**src/rtl/lane_stream_mux_if.sv**
```systemverilog
// Lane bus and valid/ready handshake between the lane sequencer and its neighbours.
// master = the side issuing runs and consuming beats; slave = the sequencer.
interface lane_stream_mux_if #(
    parameter int LANE_W  = 8,
    parameter int N_LANES = 24
);
    localparam int IDX_W = $clog2(N_LANES);
    localparam int CNT_W = $clog2(N_LANES + 1);

    logic [N_LANES*LANE_W-1:0] lanes_in;
    logic                      start;
    logic [IDX_W-1:0]          first_idx;
    logic [CNT_W-1:0]          count;
    logic                      flush;
    logic                      out_ready;
    logic                      out_valid;
    logic [LANE_W-1:0]         out_data;
    logic [IDX_W-1:0]          out_idx;
    logic                      busy;
    logic                      done;

    modport master (
        output lanes_in, start, first_idx, count, flush, out_ready,
        input  out_valid, out_data, out_idx, busy, done
    );

    modport slave (
        input  lanes_in, start, first_idx, count, flush, out_ready,
        output out_valid, out_data, out_idx, busy, done
    );
endinterface

```
**src/rtl/lane_stream_mux.sv**
```systemverilog
// Registered lane sequencer: snapshots N_LANES lanes and streams a wrapping run of them,
// one lane per beat, over valid/ready.
//
//   state    | meaning
//   ---------+------------------------------------------------------------
//   S_IDLE   | no run; start with count!=0 captures the snapshot
//   S_STREAM | presenting snapshot[idx]; remaining counts beats still owed
module lane_stream_mux #(
    parameter int LANE_W  = 8,
    parameter int N_LANES = 24
) (
    input  logic             clk,
    input  logic             rst_n,
    lane_stream_mux_if.slave bus
);
    localparam int IDX_W = $clog2(N_LANES);
    localparam int CNT_W = $clog2(N_LANES + 1);

    typedef enum logic {
        S_IDLE,
        S_STREAM
    } state_t;

    state_t             state_q, state_d;
    logic [LANE_W-1:0]  snap_q [N_LANES];
    logic [LANE_W-1:0]  snap_d [N_LANES];
    logic [LANE_W-1:0]  lanes_arr [N_LANES];
    logic [IDX_W-1:0]   idx_q, idx_d;
    logic [CNT_W-1:0]   rem_q, rem_d;
    logic               out_valid_q, out_valid_d;
    logic [LANE_W-1:0]  out_data_q, out_data_d;
    logic [IDX_W-1:0]   out_idx_q, out_idx_d;
    logic               busy_q, busy_d;
    logic               done_q, done_d;

    logic [IDX_W-1:0]   start_idx;
    logic [IDX_W-1:0]   next_idx;
    logic [CNT_W-1:0]   start_rem;
    logic               xfer;

    always_comb begin
        for (int i = 0; i < N_LANES; i++) begin
            lanes_arr[i] = bus.lanes_in[i*LANE_W +: LANE_W];
        end
    end

    // Out-of-range start index falls back to lane 0; over-long runs clamp to one full lap.
    always_comb begin
        start_idx = (32'(bus.first_idx) >= N_LANES) ? '0 : bus.first_idx;
        start_rem = (32'(bus.count) > N_LANES) ? CNT_W'(N_LANES) : bus.count;
        next_idx  = (32'(idx_q) == N_LANES - 1) ? '0 : idx_q + IDX_W'(1);
        xfer      = out_valid_q & bus.out_ready;
    end

    always_comb begin
        state_d     = state_q;
        snap_d      = snap_q;
        idx_d       = idx_q;
        rem_d       = rem_q;
        out_valid_d = out_valid_q;
        out_data_d  = out_data_q;
        out_idx_d   = out_idx_q;
        busy_d      = busy_q;
        done_d      = 1'b0;

        if (bus.flush) begin
            state_d     = S_IDLE;
            rem_d       = '0;
            out_valid_d = 1'b0;
            busy_d      = 1'b0;
        end else begin
            case (state_q)
                S_IDLE: begin
                    if (bus.start) begin
                        if (bus.count != '0) begin
                            snap_d      = lanes_arr;
                            idx_d       = start_idx;
                            rem_d       = start_rem;
                            out_valid_d = 1'b1;
                            out_data_d  = lanes_arr[start_idx];
                            out_idx_d   = start_idx;
                            busy_d      = 1'b1;
                            state_d     = S_STREAM;
                        end else begin
                            done_d = 1'b1;
                        end
                    end
                end
                S_STREAM: begin
                    if (xfer) begin
                        rem_d = rem_q - CNT_W'(1);
                        if (rem_q > CNT_W'(1)) begin
                            idx_d      = next_idx;
                            out_data_d = snap_q[next_idx];
                            out_idx_d  = next_idx;
                        end else begin
                            state_d     = S_IDLE;
                            out_valid_d = 1'b0;
                            busy_d      = 1'b0;
                            done_d      = 1'b1;
                        end
                    end
                end
                default: begin
                    state_d     = S_IDLE;
                    out_valid_d = 1'b0;
                    busy_d      = 1'b0;
                end
            endcase
        end
    end

    always_ff @(posedge clk or negedge rst_n) begin
        if (!rst_n) begin
            state_q     <= S_IDLE;
            for (int i = 0; i < N_LANES; i++) begin
                snap_q[i] <= '0;
            end
            idx_q       <= '0;
            rem_q       <= '0;
            out_valid_q <= 1'b0;
            out_data_q  <= '0;
            out_idx_q   <= '0;
            busy_q      <= 1'b0;
            done_q      <= 1'b0;
        end else begin
            state_q     <= state_d;
            snap_q      <= snap_d;
            idx_q       <= idx_d;
            rem_q       <= rem_d;
            out_valid_q <= out_valid_d;
            out_data_q  <= out_data_d;
            out_idx_q   <= out_idx_d;
            busy_q      <= busy_d;
            done_q      <= done_d;
        end
    end

    assign bus.out_valid = out_valid_q;
    assign bus.out_data  = out_data_q;
    assign bus.out_idx   = out_idx_q;
    assign bus.busy      = busy_q;
    assign bus.done      = done_q;
endmodule
```
**src/flat_wrapper.sv**
```systemverilog
// flat-port wrapper written by rule: the top's interface ports become plain ports
module lane_stream_mux_flat 
#(
    parameter int LANE_W  = 8,
    parameter int N_LANES = 24
)
  (clk, rst_n, bus_lanes_in, bus_start, bus_first_idx, bus_count, bus_flush, bus_out_ready, bus_out_valid, bus_out_data, bus_out_idx, bus_busy, bus_done);
  lane_stream_mux_if #(.LANE_W(LANE_W), .N_LANES(N_LANES)) bus_i ();
  input  logic clk;
  input  logic rst_n;
  input wire logic [$bits(bus_i.lanes_in)-1:0] bus_lanes_in;
  input wire logic [$bits(bus_i.start)-1:0] bus_start;
  input wire logic [$bits(bus_i.first_idx)-1:0] bus_first_idx;
  input wire logic [$bits(bus_i.count)-1:0] bus_count;
  input wire logic [$bits(bus_i.flush)-1:0] bus_flush;
  input wire logic [$bits(bus_i.out_ready)-1:0] bus_out_ready;
  output wire logic [$bits(bus_i.out_valid)-1:0] bus_out_valid;
  output wire logic [$bits(bus_i.out_data)-1:0] bus_out_data;
  output wire logic [$bits(bus_i.out_idx)-1:0] bus_out_idx;
  output wire logic [$bits(bus_i.busy)-1:0] bus_busy;
  output wire logic [$bits(bus_i.done)-1:0] bus_done;
  assign bus_i.lanes_in = bus_lanes_in;
  assign bus_i.start = bus_start;
  assign bus_i.first_idx = bus_first_idx;
  assign bus_i.count = bus_count;
  assign bus_i.flush = bus_flush;
  assign bus_i.out_ready = bus_out_ready;
  assign bus_out_valid = bus_i.out_valid;
  assign bus_out_data = bus_i.out_data;
  assign bus_out_idx = bus_i.out_idx;
  assign bus_busy = bus_i.busy;
  assign bus_done = bus_i.done;
  lane_stream_mux #(.LANE_W(LANE_W), .N_LANES(N_LANES)) u_core (.clk(clk), .rst_n(rst_n), .bus(bus_i));
endmodule
```
**config.mk**
```make
export PLATFORM = sky130hd
export DESIGN_NAME = lane_stream_mux_flat
export DESIGN_NICKNAME = d
export VERILOG_FILES = /design/src/rtl/lane_stream_mux_if.sv /design/src/rtl/lane_stream_mux.sv /design/src/flat_wrapper.sv
export SDC_FILE = /design/constraint.sdc
export NUM_CORES = 1
export LEC_CHECK = 0
export CORE_AREA = 2 2 203 205
export CTS_BUF_LIST = sky130_fd_sc_hd__clkbuf_2 sky130_fd_sc_hd__clkbuf_4 sky130_fd_sc_hd__clkbuf_8
export DETAILED_ROUTE_END_ITERATION = 7
export DIE_AREA = 0 0 205 207
export GPL_ROUTABILITY_DRIVEN = 1
export SYNTH_ARGS = -nofsm -noshare
export SYNTH_HDL_FRONTEND = slang
export SYNTH_SLANG_ARGS = --single-unit
```
**constraint.sdc**
```tcl
create_clock -name clk -period 3.4 [get_ports clk]
set_input_delay 1.02 -clock clk [delete_from_list [all_inputs] [get_ports clk]]
set_output_delay 1.02 -clock clk [all_outputs]
set_load 0.1 [all_outputs]
```
Yosys cells after proc, flatten, opt, wreduce, memory -nomap -nowiden

Cells that the tools add are included.

Register bits after elaboration: 213
Latch bits: 0
Memory bits (writable): 0
Bits in read-only memories: 0
Input bits: 207
Output and inout port bits: 16
Word-level logic and storage cells: 98
Memories: 0

Add/subtract/negate cells: 2
Multiply operators: 0
Div/mod/pow operators: 0
$lt $le $gt $ge: 5
Equal/unequal tests: 9
Shift-type cells: 0
Mux-type cells: 42
Bitwise operators: 5
Reduce and logical (&&, ||, !) cells: 5

Operators by type and width:

| operator                                                              | count |
|---|---|
| 8-bit binary-select mux with 5-bit select                             | 2 |
| 8-bit 2-to-1 mux                                                      | 8 |
| 5-bit 2-to-1 mux                                                      | 11 |
| 5-bit one-hot mux with 2 select lines                                 | 2 |
| 8-bit one-hot mux with 2 select lines                                 | 1 |
| 1-bit 2-to-1 mux                                                      | 15 |
| 6-bit greater-or-equal comparator (second input constant)             | 2 |
| 5-bit inverter with 6-bit output                                      | 2 |
| 3-bit != test (second input constant)                                 | 3 |
| 4-bit AND reduction                                                   | 2 |
| 2-bit != test (second input constant)                                 | 3 |
| 1-bit one-hot mux with 2 select lines                                 | 3 |
| 5-bit by 1-bit adder with 5-bit output (second input constant)        | 1 |
| 5-bit equality test (second input constant)                           | 1 |
| 5-bit greater-or-equal comparator (second input constant)             | 1 |
| 5-bit by 1-bit > comparator with 1-bit output (second input constant) | 1 |
| 5-bit > comparator (second input constant)                            | 1 |
| 5-bit AND reduction                                                   | 1 |
| 5-bit nonzero test                                                    | 1 |
| 5-bit by 1-bit subtractor with 5-bit output (second input constant)   | 1 |
| 3-bit by 2-bit != test with 1-bit output (second input constant)      | 1 |
| 3-bit AND reduction                                                   | 1 |
| 2-bit by 1-bit != test with 1-bit output (second input constant)      | 1 |
| 1-bit inverter                                                        | 2 |
| 1-bit bitwise AND                                                     | 1 |

Longest topological paths before layout

Depth in word-level cells: 9
Depth in mapped cells: 10
Depth with buffers taken out: 7

Worst setup path after synthesis

Ideal clock, no wire load.

Path kind: register -> register
From: register u_core.idx_q[1]
To: register u_core.out_data_q[0] (netlist: u_core.bus.out_data[0])
Library setup time: 0.134 ns
Arrival: 2.565 ns
Path slack: 0.701 ns
Cell stages (with the launch flop): 11
Buffers on the path: 3
Path through: dfrtp_1 -> ha_1 -> buf_2 -> and4b_4 -> nor2_1 -> buf_4 -> buf_4 -> a22oi_1 -> nor2_1 -> o211ai_1 -> a311oi_1

Longest elaborated chain between the ends: 9
Elaborated cells between the ends (all ways): 10
Classes of those cells: add/sub (1); eq/ne (1); mux (7); bitwise (1)

Ends and longest elaborated chain:

| item                                                                                 | line                   | source |
|---|---|---|
| from (decl)                                                                          | lane_stream_mux.sv:28  | `logic [IDX_W-1:0] idx_q, idx_d;` |
| from (signal assigned)                                                               | lane_stream_mux.sv:129 | `idx_q <= idx_d;` |
| 5-bit by 1-bit adder with 5-bit output / 5-bit equality test (equally long branches) | lane_stream_mux.sv:51  | `next_idx = (32'(idx_q) == N_LANES - 1) ? '0 : idx_q + IDX_W'(1);` |
| 5-bit 2-to-1 mux (*)                                                                 | lane_stream_mux.sv:51  |  |
| 5-bit inverter with 6-bit output (not written as such) (*)                           | lane_stream_mux.sv:94  | `out_data_d = snap_q[next_idx];` |
| 8-bit binary-select mux with 5-bit select (*)                                        | lane_stream_mux.sv:94  |  |
| 8-bit 2-to-1 mux (not written as such) (*) (2 in a row)                              | lane_stream_mux.sv:94  |  |
| 8-bit 2-to-1 mux (*)                                                                 | lane_stream_mux.sv:92  | `if (rem_q > CNT_W'(1)) begin` |
| 8-bit 2-to-1 mux (*)                                                                 | lane_stream_mux.sv:90  | `if (xfer) begin` |
| 8-bit one-hot mux with 2 select lines (*)                                            | lane_stream_mux.sv:72  | `case (state_q)` |
| to (signal assigned)                                                                 | lane_stream_mux.sv:132 | `out_data_q <= out_data_d;` |
| to (decl)                                                                            | lane_stream_mux.sv:31  | `logic [LANE_W-1:0] out_data_q, out_data_d;` |

Mark *: on every way between the ends. The rest lies on a longest branch, timed or not. The select of a mux whose other input is x is not followed.
A chain may end at the register's enable or synchronous reset.

Final worst setup path

From: register u_core.idx_q[1]
To: register u_core.out_data_q[7] (netlist: u_core.bus.out_data[7])

Same word-level chain as after synthesis.

==> flow_summary.toml <==
[global_routing]
busiest_layer = "met2"
grtUsageMet2 = 0.3362
grt_pass1_vias = 11440
grt_util_all_layers = 0.2163
grt_pass1_wl_um = 70120
grtUsageMet1 = 0.3058
grt_overflow_total = 0
use_met3 = 0.03335
grt_max_degree = 98
antenna_found_initial = 0

[detailed_routing]
route.antenna.remaining_nets = 0
wl_um = 46000
viasPerCell = 5.185
drtIter0Drc = 1262
vias = 11550
drc_errors = 0
dr.pass1.iters = 5
wire_per_inst_um = 20.66

[timing]
setup_ws_ns = 0.3756
fin_crit_ns = 3.024
setup_viol = 0
fmax_mhz = 330.6
worst_slew_pin_slew_ns = 0.9144
hold_viol_final = 0
slew_violations = 0
rsz0062_at_grt = "no"
final.setup.tns_ns = 0
skew_ns = 0.03077
fin_crit_sh = 0.8895
relSlewSlack = 0.3881
whs_ns = 0.3968

[power]
ir_drop_uv = 311.6
combPwrFrac = 0.395
power_mw = 10.29
p_per_area_nw_per_um2 = 650.9
p_int_mw = 6.166
sw_frac_of_total = 0.4005
pwr-share-clk = 0.270
power_frac_seq = 0.335
p_switching_mw = 4.120
p_leak_nw = 7.316

[synthesis]
yosysTopAreaCell = "dfrtp_1"
syn_avg_cell_area_sq_um = 8.284
async_reset_ff_frac = 1.000
syn_nets = 1655
yosysMostFrequentCell = "nand2_1"
syn_inst = 1445
ys_seq_elements = 213
synth_enable_flop_cells = 0
synthTopCellsByArea = "dfrtp_1 (45%), nand2_1 (19%), mux2_2 (5.0%), mux2i_1 (3.0%), o21ai_0 (2.8%)"
synth_common_cells = "nand2_1 (609), dfrtp_1 (213), o21ai_0 (66), a21oi_1 (61), mux2_2 (53)"
synthFlopType = "dfrtp_1"
synth_top_area_frac = 0.4453
synth.cell_area_sq_um = 11970
yosys.cell_types.count = 64
synth_seq_area_share = 0.4453
yosys_warnings = 0

[cts]
cts.sinks = 213
cts_root_buf = "clkbuf_8"
postCtsHoldBufs = 0
clk_latency_ns = 0.56
cts.reportedPaths.clkPinSlew_ns = 0.06
cts_tree = "yes"
post_cts_buffers = 0
cts_resized = 0
h-tree-depth = 2
cts_buffers = 40
clk_path_buf_depth = 3

[setup_path]
cp.required_ns = 3.85
r2r_slack_ns = 0.38
rr_startpoint = "u_core.idx_q[1]$_DFFE_PN0P_"
cp_slowest_cell = "ha_1"
crit_buf_inv = 1
critPathLaunchType = "register"
critical_path.max_stage_delay_ns = 0.65
path_cells = "ha_1 > inv_1 > a21oi_1 > o22ai_1 > o21ai_0 > and4b_1 > a211oi_2"
reg2reg_depth = 7
critPathCaptureType = "register"
path_class = "reg -> reg"
arrival_ns = 3.47
cp-startpoint = "u_core.idx_q[1]$_DFFE_PN0P_"
path_delay_family = "compound AO/OA/AOI/OAI gates"
reg2reg_to = "u_core.bus.out_data[7]$_DFFE_PN0P_"
cp_max_fo = 13

[status]
status = "finished clean"

[layout]
fillers = 4159
drive_gt1_frac = 0.1369
syn_to_final_growth_pct = 32.01
final_nets = 1876
insertedDiodeCount = 0

[floorplan]
core_sq_um = 40370
die_h_um = 207
num_io_pins = 223
initial_core_util = 0.2965
row_count = 74
dieWidth_um = 205
floorplan.die_area_sq_um = 42440

[place]
hpwl_um = 34150
portBuffers = 222
gp_congestion = 0.9210
pre_cts_ws_ns = 0.06821

[job]
cap_violations = 0

[hold_path]
hold_path_class = "in -> async"
-- cell usage in the layout, fill, tap and decap left out, types with 31 or more instances in the layout --
master and n:
nand2_1 609, a31oi_1 31, dfrtp_1 212, o21ai_0 66
mux2_2 53, clkdlybuf4s50_1 203, nor2_1 49, a21oi_1 61
mux2i_1 36, buf_4 62, clkbuf_8 54
-- logic make-up after synthesis --
family | count (synthesis) | share of synthesized area
compound gates | 297 | 0.1668
xor+xnor | 3 | 0.002195
fa+ha+maj | 3 | 0.003136
buf+inv | 117 | 0.04975
flops | 213 | 0.4453
mux | 97 | 0.09501
simple gates | 715 | 0.2378
-- power groups by stage --
stage | Combinational (mW) | Clock [mW] | Sequential, mW
floorplan | 2.12 | 0 | 3.76
global placement | 3.98 | 0 | 3.45
detailed placement | 4.00 | 0 | 3.47
CTS | 4.02 | 2.82 | 3.43
global route | 4.36 | 2.95 | 3.50
finish | 4.06 | 2.78 | 3.45
-- layer usage --
| metal | wire (um) | vias to the layer above |
|---|---|---|
| met4 | 1547 | 0 |
| met3 | 3127 | 77 |
| met1 | 20270 | 5614 |
| li1 | - | 5384 |
| met5 | 0 | - |
| met2 | 21050 | 472 |
-- sequential cells by signal (all words and copies together), names as in the netlist --
| register | cells |
|---|---|
| u_core.bus.out_data | 8 |
| u_core.idx_q | 5 |
| u_core.state_q | 1 |
| u_core.bus.done | 1 |
| u_core.rem_q | 5 |
| u_core.bus.out_valid | 1 |
| u_core.snap_q | 192 |
-- worst register-to-register path, stage by stage, from the launching register on --
cell      delay [ns]
dfrtp_1         0.49
ha_1            0.65
inv_1           0.37
a21oi_1         0.64
o22ai_1         0.17
o21ai_0         0.23
and4b_1         0.24
a211oi_2        0.14
-- per-stage QoR --
stage | util | cells | area (sq um)
finish | 0.3914 | 2227 | 15800
global route | 0.3914 | 2227 | 15800
global placement | 0.3690 | 2156 | 14900
floorplan | - | 1445 | 11970
detailed placement | 0.3690 | 2156 | 14900
CTS | 0.3914 | 2227 | 15800
-- worst max path at each step --
| stage | to | slack (ns) | depth (start not counted) |
|---|---|---|---|
| after floorplan | u_core.bus.out_data[0]$_DFFE_PN0P_ | 0.70 | 10 |
| after global routing | u_core.bus.out_data[5]$_DFFE_PN0P_ | 0.12 | 7 |
| after CTS | u_core.bus.out_data[7]$_DFFE_PN0P_ | 0.38 | 7 |
| after detailed placement | u_core.bus.out_data[5]$_DFFE_PN0P_ | 0.07 | 8 |
| final | u_core.bus.out_data[7]$_DFFE_PN0P_ | 0.38 | 7 |
| after global placement | u_core.bus.out_data[6]$_DFFE_PN0P_ | 0.16 | 8 |
-- area by class of cell --
class	count	area, sq um	area share
Clock buffer	65	819.5	0.05186
Inverter	15	56.30	0.003563
Timing Repair Buffer	281	2781	0.1760
Sequential cell	213	5334	0.3376
Multi-Input combinational cell	1115	6060	0.3835
Clock inverter	6	85.08	0.005384
Tap cell	532	665.6	0.04213
Power figures use the tool's default switching activity.
